`config.mk`:
```
export PLATFORM = sky130hd
export DESIGN_NAME = axil_lite_master
export DESIGN_NICKNAME = d
export VERILOG_FILES = /design/src/rtl/axil_lite_master.sv
export SDC_FILE = /design/constraint.sdc
export NUM_CORES = 1
export LEC_CHECK = 0
export ABC_AREA = 1
export CORE_MARGIN = 5
export CORE_UTILIZATION = 60
export CTS_CLUSTER_DIAMETER = 30
export DETAILED_ROUTE_END_ITERATION = 10
export DONT_BUFFER_PORTS = 1
export HOLD_SLACK_MARGIN = 0.08
export PLACE_DENSITY_LB_ADDON = 0.1
export REMOVE_ABC_BUFFERS = 1
export SLEW_MARGIN = 20
export SYNTH_ARGS = -nofsm -noshare
export SYNTH_HDL_FRONTEND = slang
export SYNTH_SLANG_ARGS = --single-unit
```
`constraint.sdc`:
```
create_clock -name axi_aclk -period 2.15 [get_ports axi_aclk]
set_input_delay 0.43 -clock axi_aclk [delete_from_list [all_inputs] [get_ports axi_aclk]]
set_output_delay 0.43 -clock axi_aclk [all_outputs]
set_load 0.03 [all_outputs]
```
`src/rtl/axil_lite_master.sv`:
```
// AXI4-Lite initiator: one command in flight, turned into a single
// AW+W+B or AR+R transaction with the response handed back to the requester.
module axil_lite_master #(
    parameter int ADDR_W  = 32,
    parameter int DATA_W  = 32,
    parameter int TIMEOUT = 16
) (
    input  logic              axi_aclk,
    input  logic              m00_axi_aresetn,
    input  logic              cmd_valid,
    output logic              cmd_ready,
    input  logic              cmd_write,
    input  logic [ADDR_W-1:0] cmd_addr,
    input  logic [DATA_W-1:0] cmd_wdata,
    output logic              rsp_valid,
    input  logic              rsp_ready,
    output logic              rsp_write,
    output logic [1:0]        rsp_resp,
    output logic [DATA_W-1:0] rsp_rdata,
    output logic              timeout_err,
    output logic [ADDR_W-1:0] m00_axi_awaddr,
    output logic              m00_axi_awvalid,
    input  logic              m00_axi_awready,
    output logic [DATA_W-1:0] m00_axi_wdata,
    output logic              m00_axi_wvalid,
    input  logic              m00_axi_wready,
    input  logic [1:0]        m00_axi_bresp,
    input  logic              m00_axi_bvalid,
    output logic              m00_axi_bready,
    output logic [ADDR_W-1:0] m00_axi_araddr,
    output logic              m00_axi_arvalid,
    input  logic              m00_axi_arready,
    input  logic [DATA_W-1:0] m00_axi_rdata,
    input  logic [1:0]        m00_axi_rresp,
    input  logic              m00_axi_rvalid,
    output logic              m00_axi_rready
);

    localparam int CW = (TIMEOUT > 255) ? $clog2(TIMEOUT + 1) : 8;
    localparam logic [CW-1:0] TMO_C = CW'(TIMEOUT);
    localparam logic [CW-1:0] CMAX  = '1;

    typedef enum logic [2:0] {
        IDLE, WR, WR_B, RD_A, RD_R, RSP
    } state_e;

    state_e            state_q, state_d;
    logic [ADDR_W-1:0] awaddr_q, awaddr_d;
    logic [ADDR_W-1:0] araddr_q, araddr_d;
    logic [DATA_W-1:0] wdata_q, wdata_d;
    logic              awvalid_q, awvalid_d;
    logic              wvalid_q, wvalid_d;
    logic              arvalid_q, arvalid_d;
    logic              rsp_write_q, rsp_write_d;
    logic [1:0]        rsp_resp_q, rsp_resp_d;
    logic [DATA_W-1:0] rsp_rdata_q, rsp_rdata_d;
    logic [CW-1:0]     cnt_q, cnt_d;
    logic              tmo_q, tmo_d;
    logic              waiting;

    // Gate with reset so the requester never sees a ready while held in reset
    assign cmd_ready       = (state_q == IDLE) & m00_axi_aresetn;
    assign rsp_valid       = (state_q == RSP);
    assign m00_axi_bready  = (state_q == WR_B);
    assign m00_axi_rready  = (state_q == RD_R);
    assign m00_axi_awaddr  = awaddr_q;
    assign m00_axi_wdata   = wdata_q;
    assign m00_axi_araddr  = araddr_q;
    assign m00_axi_awvalid = awvalid_q;
    assign m00_axi_wvalid  = wvalid_q;
    assign m00_axi_arvalid = arvalid_q;
    assign rsp_write       = rsp_write_q;
    assign rsp_resp        = rsp_resp_q;
    assign rsp_rdata       = rsp_rdata_q;
    assign timeout_err     = tmo_q;

    assign waiting = (state_q == WR) || (state_q == WR_B) ||
                     (state_q == RD_A) || (state_q == RD_R);

    always_comb begin
        state_d     = state_q;
        awaddr_d    = awaddr_q;
        araddr_d    = araddr_q;
        wdata_d     = wdata_q;
        awvalid_d   = awvalid_q;
        wvalid_d    = wvalid_q;
        arvalid_d   = arvalid_q;
        rsp_write_d = rsp_write_q;
        rsp_resp_d  = rsp_resp_q;
        rsp_rdata_d = rsp_rdata_q;
        cnt_d       = cnt_q;
        tmo_d       = tmo_q;

        unique case (state_q)
            IDLE: begin
                if (cmd_valid && cmd_ready) begin
                    if (cmd_write) begin
                        awaddr_d  = cmd_addr;
                        wdata_d   = cmd_wdata;
                        awvalid_d = 1'b1;
                        wvalid_d  = 1'b1;
                        state_d   = WR;
                    end else begin
                        araddr_d  = cmd_addr;
                        arvalid_d = 1'b1;
                        state_d   = RD_A;
                    end
                end
            end
            WR: begin
                if (awvalid_q && m00_axi_awready) awvalid_d = 1'b0;
                if (wvalid_q && m00_axi_wready) wvalid_d = 1'b0;
                if (!awvalid_d && !wvalid_d) state_d = WR_B;
            end
            WR_B: begin
                if (m00_axi_bvalid) begin
                    rsp_write_d = 1'b1;
                    rsp_resp_d  = m00_axi_bresp;
                    rsp_rdata_d = '0;
                    state_d     = RSP;
                end
            end
            RD_A: begin
                if (m00_axi_arready) begin
                    arvalid_d = 1'b0;
                    state_d   = RD_R;
                end
            end
            RD_R: begin
                if (m00_axi_rvalid) begin
                    rsp_write_d = 1'b0;
                    rsp_resp_d  = m00_axi_rresp;
                    rsp_rdata_d = m00_axi_rdata;
                    state_d     = RSP;
                end
            end
            RSP: begin
                if (rsp_ready) state_d = IDLE;
            end
            default: state_d = IDLE;
        endcase

        // Wait counter restarts on every state change and saturates
        if (state_d != state_q) begin
            cnt_d = '0;
        end else if (waiting) begin
            if (cnt_q != CMAX) cnt_d = cnt_q + 1'b1;
            if (cnt_d >= TMO_C) tmo_d = 1'b1;
        end
    end

    always_ff @(posedge axi_aclk or negedge m00_axi_aresetn) begin
        if (!m00_axi_aresetn) begin
            state_q     <= IDLE;
            awaddr_q    <= '0;
            araddr_q    <= '0;
            wdata_q     <= '0;
            awvalid_q   <= 1'b0;
            wvalid_q    <= 1'b0;
            arvalid_q   <= 1'b0;
            rsp_write_q <= 1'b0;
            rsp_resp_q  <= '0;
            rsp_rdata_q <= '0;
            cnt_q       <= '0;
            tmo_q       <= 1'b0;
        end else begin
            state_q     <= state_d;
            awaddr_q    <= awaddr_d;
            araddr_q    <= araddr_d;
            wdata_q     <= wdata_d;
            awvalid_q   <= awvalid_d;
            wvalid_q    <= wvalid_d;
            arvalid_q   <= arvalid_d;
            rsp_write_q <= rsp_write_d;
            rsp_resp_q  <= rsp_resp_d;
            rsp_rdata_q <= rsp_rdata_d;
            cnt_q       <= cnt_d;
            tmo_q       <= tmo_d;
        end
    end

endmodule

```
======== After elaboration in Yosys (flattened, before gate mapping) ========
Index checks and enable logic that the tools add are counted.
operators by class
  add/sub/neg operators ................... 1
  $lt $le $gt $ge ......................... 1
  eq/ne operators ......................... 13
  multiplexer cells ....................... 34
  bitwise logic cells ..................... 3
  reductions and logical operators ........ 20
operator list
  cell                 count
  $mux 32              2
  $pmux 32 s2          1
  $mux 8               5
  $mux 3               6
  $pmux 3 s6           1
  $reduce_and 3->1     5
  $mux 1               11
  $ne 2x2->1 const B   5
  $add 8x1->8 const B  1
  $ge 8x5->1 const B   1
  $ne 8x8->1 const B   1
  $pmux 1 s2           4
  $reduce_bool 2->1    4
  $eq 3x2->1 const B   2
  $eq 3x3->1 const B   2
  $mux 2               3
  $logic_and 1x1->1    4
  $pmux 2 s2           1
  $reduce_and 4->1     1
  $eq 3x1->1 const B   1
  $logic_not 3->1      1
  $logic_or 1x1->1     3
  $ne 3x3->1           1
  $logic_not 1->1      2
  3 further kinds      4
storage, ports and cells
  flip-flop bits (word level) ............. 146
  input bits .............................. 110
  output and inout bits ................... 139
  word-level logic and storage cells ...... 84

======== Depth between registers and ports, before layout ========
Gate-level depths: netlist of the first run.
  word-level depth ........................ 11
  mapped depth ............................ 12
  depth with buffers taken out ............ 11

======== Least setup slack after synthesis of the first run ========
No wires, ideal clock.
  path type ............................... reg-to-output
  start ................................... reg state_q[1]
  end ..................................... out m00_axi_rready
  data arrival time ....................... 1.304 ns
  required time ........................... 1.720 ns
  path slack .............................. 0.416 ns
  stages on the path, launching flop included .. 5
  path buffers ............................ 1
  cell sequence ........................... dfrtp_1 -> nor2_2 -> nand2_1 -> clkinv_1 -> clkbuf_1
on the way
  word-level cells in the longest chain between the ends .. 1
ends and longest elaborated chain
  item                    line  text
  start, declared         47    state_e state_q, state_d;
  start signal, assigned  167   state_q <= state_d;
  $eq 3x3->1              65    assign m00_axi_rready = (state_q == RD_R);
  end, declared           36    output logic m00_axi_rready
No other way between the ends.

======== Final worst setup path of the first run ========
Same ends and word-level chain as after synthesis.

==> flow_summary_export.csv, run 1 <==
group,metric,value,unit
status,status,"finished with violations",
status,failed_checks,"hold timing",
cells_and_area,commonest_non_fill_non_tap_cell_in_the_layout,"sky130_fd_sc_hd__dfrtp_1",
drt,wl_met2,8480,um
worst_setup_path,r2r_start,"state_q[1]$_DFF_PN0_",
placed_design,globalplace.congestion,0.853,
drt,detailedRoute.firstPassIterationCount,5,
global_routing,overflow,0,
drt,postRouteWirelength,16400,um
placed_design,numPortBuffers,0,
logic_synthesis,portion_of_synthesized_cell_area_occupied_by_the_leading_cell_type,61.8,%
worst_setup_path,rr_worst_depth,5,
sta,grt_setup_unrepaired,"false",
global_routing,grt_pass1_vias,4921,
clocking,cts_tree,"built",
worst_setup_path,arrival,1570,ps
worst_setup_path,critical_path_required,1720,ps
drt,drt_first_iter_violations,302,
clocking,numCtsBuffers,17,
drt,routed_wire_length_per_instance,19.4,um
floorplan,initial_core_util,61.0,%
sta,timing.final.max_slew_violations,0,
sta,timing.max_slew.rel_slack,72.9,%
logic_synthesis,synthesis.area_per_instance,9.88,sq um
sta,timing.setup.tns,0,ps
sta,fin_skew,5.87,ps
worst_setup_path,crit_slowest_cell,"sky130_fd_sc_hd__dfrtp_1",
cells_and_area,mostFrequentLayoutCells,"sky130_fd_sc_hd__dfrtp_1 (146), sky130_fd_sc_hd__nand2_1 (112), sky130_fd_sc_hd__dlygate4sd3_1 (98), sky130_fd_sc_hd__nand3_1 (74), sky130_fd_sc_hd__nor2_1 (50)",
sta,fmax,500,MHz
cells_and_area,multiInputGateArea,1920,sq um
placed_design,post_placement_cell_count,713,
sta,max_slew.worst_pin.slew,405,ps
logic_synthesis,synthesis.area,5910,sq um
clocking,cts.sinks,146,
logic_synthesis,synth_top_cells_by_area,"sky130_fd_sc_hd__dfrtp_1 (62%), sky130_fd_sc_hd__nand2_1 (7.1%), sky130_fd_sc_hd__nand3_1 (6.4%)",
power_and_ir_drop,power.leakage,3.70,nW
logic_synthesis,yosysSeqAreaShare,61.8,%
floorplan,dieWidth,109,um
clocking,clk_pin_slew,60,ps
worst_setup_path,crit_path_max_fanout,14,
cells_and_area,share_of_layout_cells_above_drive_strength_1,12.0,%
global_routing,grt_max_degree,149,
logic_synthesis,synth.ff_latch_count,146,
floorplan,placeableCoreArea,9680,sq um
sta,setup_slack,150,ps
job,cap_violations,0,
placed_design,dpl_worst_slack,354,ps
floorplan,core.rowCount,36,
sta,hold_violations,146,
placed_design,hpwlAfterDp,10000,um
sta,fin_crit_sh,93.0,%
clocking,clk_latency,500,ps
cells_and_area,finalNetCount,808,
worst_setup_path,worst_setup_end_kind,"output port",
global_routing,grt.total_usage,27.9,%
clocking,cts-root-to-sink-buffers,2,
logic_synthesis,cell_variety_after_synth,26,
logic_synthesis,synth_cells,598,
logic_synthesis,synthesis.yosys.warnings,0,
worst_setup_path,slowest_delay,430,ps
worst_setup_path,path_cells,"nor2_2, nand2_1, clkinvlp_4",
floorplan,die_area,11900,sq um
floorplan,io_pins,249,
global_routing,number_of_antenna_violations_at_the_first_check_in_global_routing,1,
drt,detail_route.drc_violations,0,
hold_path,hold_class,"in -> async",
drt,routed-via-count,4709,
sta,timing.final.crit_period,2000,ps
drt,wl_met3,1620,um
global_routing,first_pass_grt_wire_length,25300,um
cells_and_area,fillCellCount,570,
drt,met1_wl,5750,um
sta,fin_hold_ws,-381,ps
cells_and_area,register_area,3650,sq um
placed_design,instance_area_after_placement,6050,sq um
worst_setup_path,reg2reg_to,"m00_axi_wdata[13]$_DFFE_PN0P_",
sta,timing.final.setup_violations,0,
drt,topRoutingLayerUsed,"met5",
power_and_ir_drop,vdd.ir_drop.worst,1.15,mV
clocking,clock-root-buffer,"sky130_fd_sc_hd__clkbuf_8",
logic_synthesis,netlist.top_cell.by_area,"sky130_fd_sc_hd__dfrtp_1",
power_and_ir_drop,power_density,1640,nW/um^2
drt,ant_nets,0,
drt,drt-vias-per-instance,5.58,
clocking,h_tree_level_count,4,
cells_and_area,area.growth.synth_to_final,29.3,%
worst_setup_path,setup.worst_path.start_class,"flip-flop",
floorplan,fp.dieH,109,um
worst_setup_path,rrSetupSlack,320,ps
cells_and_area,fin_area,7640,sq um
cells_and_area,stdcell_count,844,
worst_setup_path,critical_path_class,"reg -> out",
sequential cells by signal, summed over array words and instances, names as in the netlist:
register,cells
cnt_q,8
timeout_err,1
state_q,3
m00_axi_awvalid,1
rsp_resp,2
rsp_write,1
m00_axi_wdata,32
m00_axi_awaddr,32
m00_axi_wvalid,1
rsp_rdata,32
m00_axi_arvalid,1
m00_axi_araddr,32
worst max-delay path: cells and delay by family (launching register included):
family,cells,cell delay (ps)
buf+inv,1,310
flops,1,430
simple gates,2,310
where the power goes:
| part | switching, W | internal, W |
|---|---|---|
| clock | 0.00113 | 0.00184 |
| sequential | 0.00342 | 0.00391 |
| combinational | 0.00126 | 0.000972 |
metrics by stage:
stage          utilization [%]  total power, W
3_3_place_gp              62.5         0.00922
6_report                  78.9          0.0125
5_1_grt                   78.9          0.0131
2_1_floorplan                -         0.00853
4_1_cts                   78.8          0.0125
3_5_place_dp              62.5         0.00935
final cells by class:
type	instances	share of cell area [%]
antenna	1	0.0327
clock inverter	11	2.00
timing repair buffer	111	14.4
inverter	51	2.55
multi-input combinational	370	25.1
clock buffer	21	5.88
tap	133	2.18
sequential	146	47.8
worst max path at each step:
stage                                     endpoint  slack (ps)                  from  cells past startpoint
global placement    m00_axi_awaddr[29]$_DFFE_PN0P_         420  state_q[1]$_DFF_PN0_                      7
floorplan             m00_axi_wdata[0]$_DFFE_PN0P_       -1170  state_q[1]$_DFF_PN0_                      4
detailed placement  m00_axi_awaddr[13]$_DFFE_PN0P_         350  state_q[1]$_DFF_PN0_                      7
finish                              m00_axi_rready         150  state_q[1]$_DFF_PN0_                      3
CTS                                 m00_axi_rready          70  state_q[0]$_DFF_PN0_                      3
global route                        m00_axi_rready          40  state_q[1]$_DFF_PN0_                      3
synth_stat cells:
cell type and instances:
sky130_fd_sc_hd__mux2_1 1, sky130_fd_sc_hd__xor2_1 2, sky130_fd_sc_hd__clkbuf_1 12, sky130_fd_sc_hd__nor3_1 2, sky130_fd_sc_hd__buf_6 1, sky130_fd_sc_hd__nand3_2 2
sky130_fd_sc_hd__nand2_1 112, sky130_fd_sc_hd__nand2_2 1, sky130_fd_sc_hd__o21bai_1 1, sky130_fd_sc_hd__ha_1 1, sky130_fd_sc_hd__nor2_1 50, sky130_fd_sc_hd__nand4_1 14
sky130_fd_sc_hd__nand3_1 75, sky130_fd_sc_hd__buf_2 15, sky130_fd_sc_hd__inv_1 47, sky130_fd_sc_hd__inv_2 3, sky130_fd_sc_hd__dfrtp_1 146, sky130_fd_sc_hd__buf_4 3
sky130_fd_sc_hd__nor2_2 3, sky130_fd_sc_hd__a31oi_1 2, sky130_fd_sc_hd__a21oi_1 33, sky130_fd_sc_hd__clkinv_1 1, sky130_fd_sc_hd__and3_1 1, sky130_fd_sc_hd__o21ai_0 37
sky130_fd_sc_hd__mux2_2 31, sky130_fd_sc_hd__xnor2_1 2
logic make-up (layout without fill, tap and decap cells):
| logic type | Yosys count | in the layout | share of synthesized area, % |
|---|---|---|---|
| AND/OR/NAND/NOR | 260 | 260 | 19.2 |
| flip-flops | 146 | 146 | 61.8 |
| buffers and inverters | 82 | 194 | 5.84 |
| AO/OA/AOI/OAI | 73 | 73 | 6.27 |
| multiplexers | 32 | 32 | 6.10 |
| XOR/XNOR | 4 | 4 | 0.593 |
| adder cells (fa/ha/maj) | 1 | 1 | 0.212 |
| other | 0 | 1 | 0 |
routing by layer:
| layer | track usage (%) | vias to the layer above |
|---|---|---|
| li1 | - | 2158 |
| met1 | 31.6 | 2268 |
| met2 | 47.4 | 240 |
| met3 | 10.1 | 41 |
| met4 | 12.3 | 2 |
| met5 | 0 | - |
timing repair:
item | in CTS | in global routing
hold buffers | 97 | 1
buffers inserted | 0 | 0
setup endpoints to repair | 0 | 1
hold endpoints to repair | 250 | 147
gates resized for setup | 0 | 1
Power figures use the tool's default switching activity.
==> run 2, diff against run 1 <==
--- a/config.mk
+++ b/config.mk
@@ -11,7 +11,7 @@
 export CTS_CLUSTER_DIAMETER = 30
 export DETAILED_ROUTE_END_ITERATION = 10
 export DONT_BUFFER_PORTS = 1
-export HOLD_SLACK_MARGIN = 0.08
+export HOLD_SLACK_MARGIN = 0.02
 export PLACE_DENSITY_LB_ADDON = 0.1
 export REMOVE_ABC_BUFFERS = 1
 export SLEW_MARGIN = 20
==> constraint.sdc (replaced) <==
create_clock -name axi_aclk -period 2.15 [get_ports axi_aclk]
set_input_delay 0.43 -clock axi_aclk [delete_from_list [all_inputs] [get_ports axi_aclk]]
set_output_delay 0.43 -clock axi_aclk [all_outputs]
set_load 0.005 [all_outputs]
==> flow_summary_export.csv, run 2 (synthesis gave the netlist of run 1 again) <==
group,metric,value,unit
status,status,"finished with violations",
status,failed_checks,"hold timing",
clocking,clock-root-buffer,"sky130_fd_sc_hd__clkbuf_8",
drt,detail_route.drc_violations,0,
sta,timing.final.max_slew_violations,0,
floorplan,placeableCoreArea,9680,sq um
drt,drt-vias-per-instance,5.75,
cells_and_area,commonest_non_fill_non_tap_cell_in_the_layout,"sky130_fd_sc_hd__dfrtp_1",
placed_design,instance_area_after_placement,6030,sq um
floorplan,core.rowCount,36,
cells_and_area,finalNetCount,707,
worst_setup_path,critical_path_required,1720,ps
clocking,cts.sinks,146,
clocking,clk_latency,520,ps
sta,fmax,501,MHz
job,cap_violations,0,
worst_setup_path,critical_path_class,"reg -> out",
floorplan,fp.dieH,109,um
worst_setup_path,worst_setup_end_kind,"output port",
clocking,clk_pin_slew,60,ps
sta,max_slew.worst_pin.slew,466,ps
worst_setup_path,r2r_start,"state_q[1]$_DFF_PN0_",
floorplan,io_pins,249,
floorplan,initial_core_util,61.0,%
worst_setup_path,worst_setup_path_startpoint,"state_q[1]$_DFF_PN0_",
clocking,numCtsBuffers,17,
power_and_ir_drop,vdd.ir_drop.worst,0.862,mV
worst_setup_path,arrival,1560,ps
drt,drt_first_iter_violations,268,
global_routing,grt_pass1_vias,4340,
hold_path,hold_class,"in -> async",
sta,hold_violations,146,
clocking,post-cts-setup-buffers,0,
power_and_ir_drop,total_power,0.0103,W
drt,postRouteWirelength,14800,um
cells_and_area,fin_area,6710,sq um
sta,grt_setup_unrepaired,"false",
placed_design,numPortBuffers,0,
sta,timing.max_slew.rel_slack,68.9,%
placed_design,hpwlAfterDp,10200,um
cells_and_area,area.growth.synth_to_final,13.5,%
clocking,h_tree_level_count,4,
global_routing,grt_max_degree,149,
sta,fin_hold_ws,-403,ps
sta,fin_crit_sh,92.8,%
worst_setup_path,crit_path_max_fanout,8,
global_routing,first_pass_grt_wire_length,22600,um
worst_setup_path,setup.worst_path.start_class,"flip-flop",
drt,routed-via-count,4263,
clocking,cts_tree,"built",
drt,detailedRoute.firstPassIterationCount,4,
sta,timing.final.setup_violations,0,
cells_and_area,mostFrequentLayoutCells,"sky130_fd_sc_hd__dfrtp_1 (146), sky130_fd_sc_hd__nand2_1 (111), sky130_fd_sc_hd__nand3_1 (74), sky130_fd_sc_hd__nor2_1 (50), sky130_fd_sc_hd__inv_1 (47)",
worst_setup_path,rrSetupSlack,250,ps
clocking,cts-hold-fix-buffers,1,
floorplan,die_area,11900,sq um
global_routing,grt.total_usage,25.0,%
global_routing,number_of_antenna_violations_at_the_first_check_in_global_routing,1,
clocking,cts-root-to-sink-buffers,2,
global_routing,overflow,0,
drt,routed_wire_length_per_instance,20.0,um
sta,timing.final.crit_period,1990,ps
cells_and_area,antennaDiodeCount,0,
power_and_ir_drop,power.leakage,3.31,nW
placed_design,globalplace.congestion,0.829,
placed_design,dpl_worst_slack,311,ps
cells_and_area,share_of_layout_cells_above_drive_strength_1,13.6,%
sta,setup_slack,155,ps
power_and_ir_drop,power_density,1540,nW/um^2
drt,ant_nets,0,
sta,fin_skew,5.23,ps
floorplan,dieWidth,109,um
[run 2: changes by cell type in the layout (fill, tap and decap cells not counted), sizes merged]
cell and delta:
inv +1, buf -5, clkinvlp -1, dlygate4sd3 -97, clkinv -1, bufinv +2, diode -1
[run 2: power by group]
group / switching [W] / internal [W] / total [W]
combinational: 0.00114 / 0.000838 / 0.00198
clock: 0.00115 / 0.00211 / 0.00325
sequential: 0.00115 / 0.00396 / 0.00510
[run 2: worst max-delay path, stage by stage (launching register included)]
cell and delay (ps):
sky130_fd_sc_hd__dfrtp_1 440, sky130_fd_sc_hd__nor2_2 210, sky130_fd_sc_hd__nand2_2 170, sky130_fd_sc_hd__clkinvlp_4 220
[run 2: stage by stage]
stage / utilization (%) / TNS, ps / hold WS (ps) / std cells
floorplan: - / -86900 / 134 / 567
global placement: 62.3 / 0 / 139 / 708
detailed placement: 62.3 / 0 / 139 / 708
CTS: 69.1 / 0 / -421 / 741
global route: 69.3 / 0 / -433 / 742
finish: 69.3 / 0 / -403 / 742
[run 2: timing repair]
item | 4_1_cts | 5_1_grt
hold endpoints to repair | 147 | 146
gates resized for setup | 0 | 2
setup endpoints to repair | 0 | 1
[run 2: final cells by class]
type / count / area (sq um)
Timing Repair inverter: 1 / 5.00
Sequential cell: 146 / 3650
Clock inverter: 11 / 198
Inverter: 51 / 195
Fill cell: 739 / 2980
Clock buffer: 21 / 459
Timing Repair Buffer: 9 / 108
Multi-Input combinational cell: 370 / 1920
Tap cell: 133 / 166
[run 2: worst paths after layout]
path	cells past startpoint	endpoint
min	0	m00_axi_wvalid$_DFFE_PN0P_
max in group asynchronous	0	rsp_rdata[15]$_DFFE_PN0P_
max	3	m00_axi_rready
min reg2reg	2	m00_axi_araddr[30]$_DFFE_PN0P_
max reg2reg	6	cnt_q[2]$_DFFE_PN0P_
min in group axi_aclk	2	rsp_rdata[10]$_DFFE_PN0P_
[run 2: metal layers]
| layer | global-route usage, % | wire length [um] | vias to the layer above | part of all wire, % |
|---|---|---|---|---|
| met5 | 0 | 7 | - | 0.047 |
| met4 | 8.10 | 237 | 2 | 1.6 |
| li1 | - | - | 1957 | - |
| met1 | 28.8 | 5280 | 2105 | 36 |
| met2 | 40.9 | 7690 | 176 | 52 |
| met3 | 12.7 | 1630 | 23 | 11 |
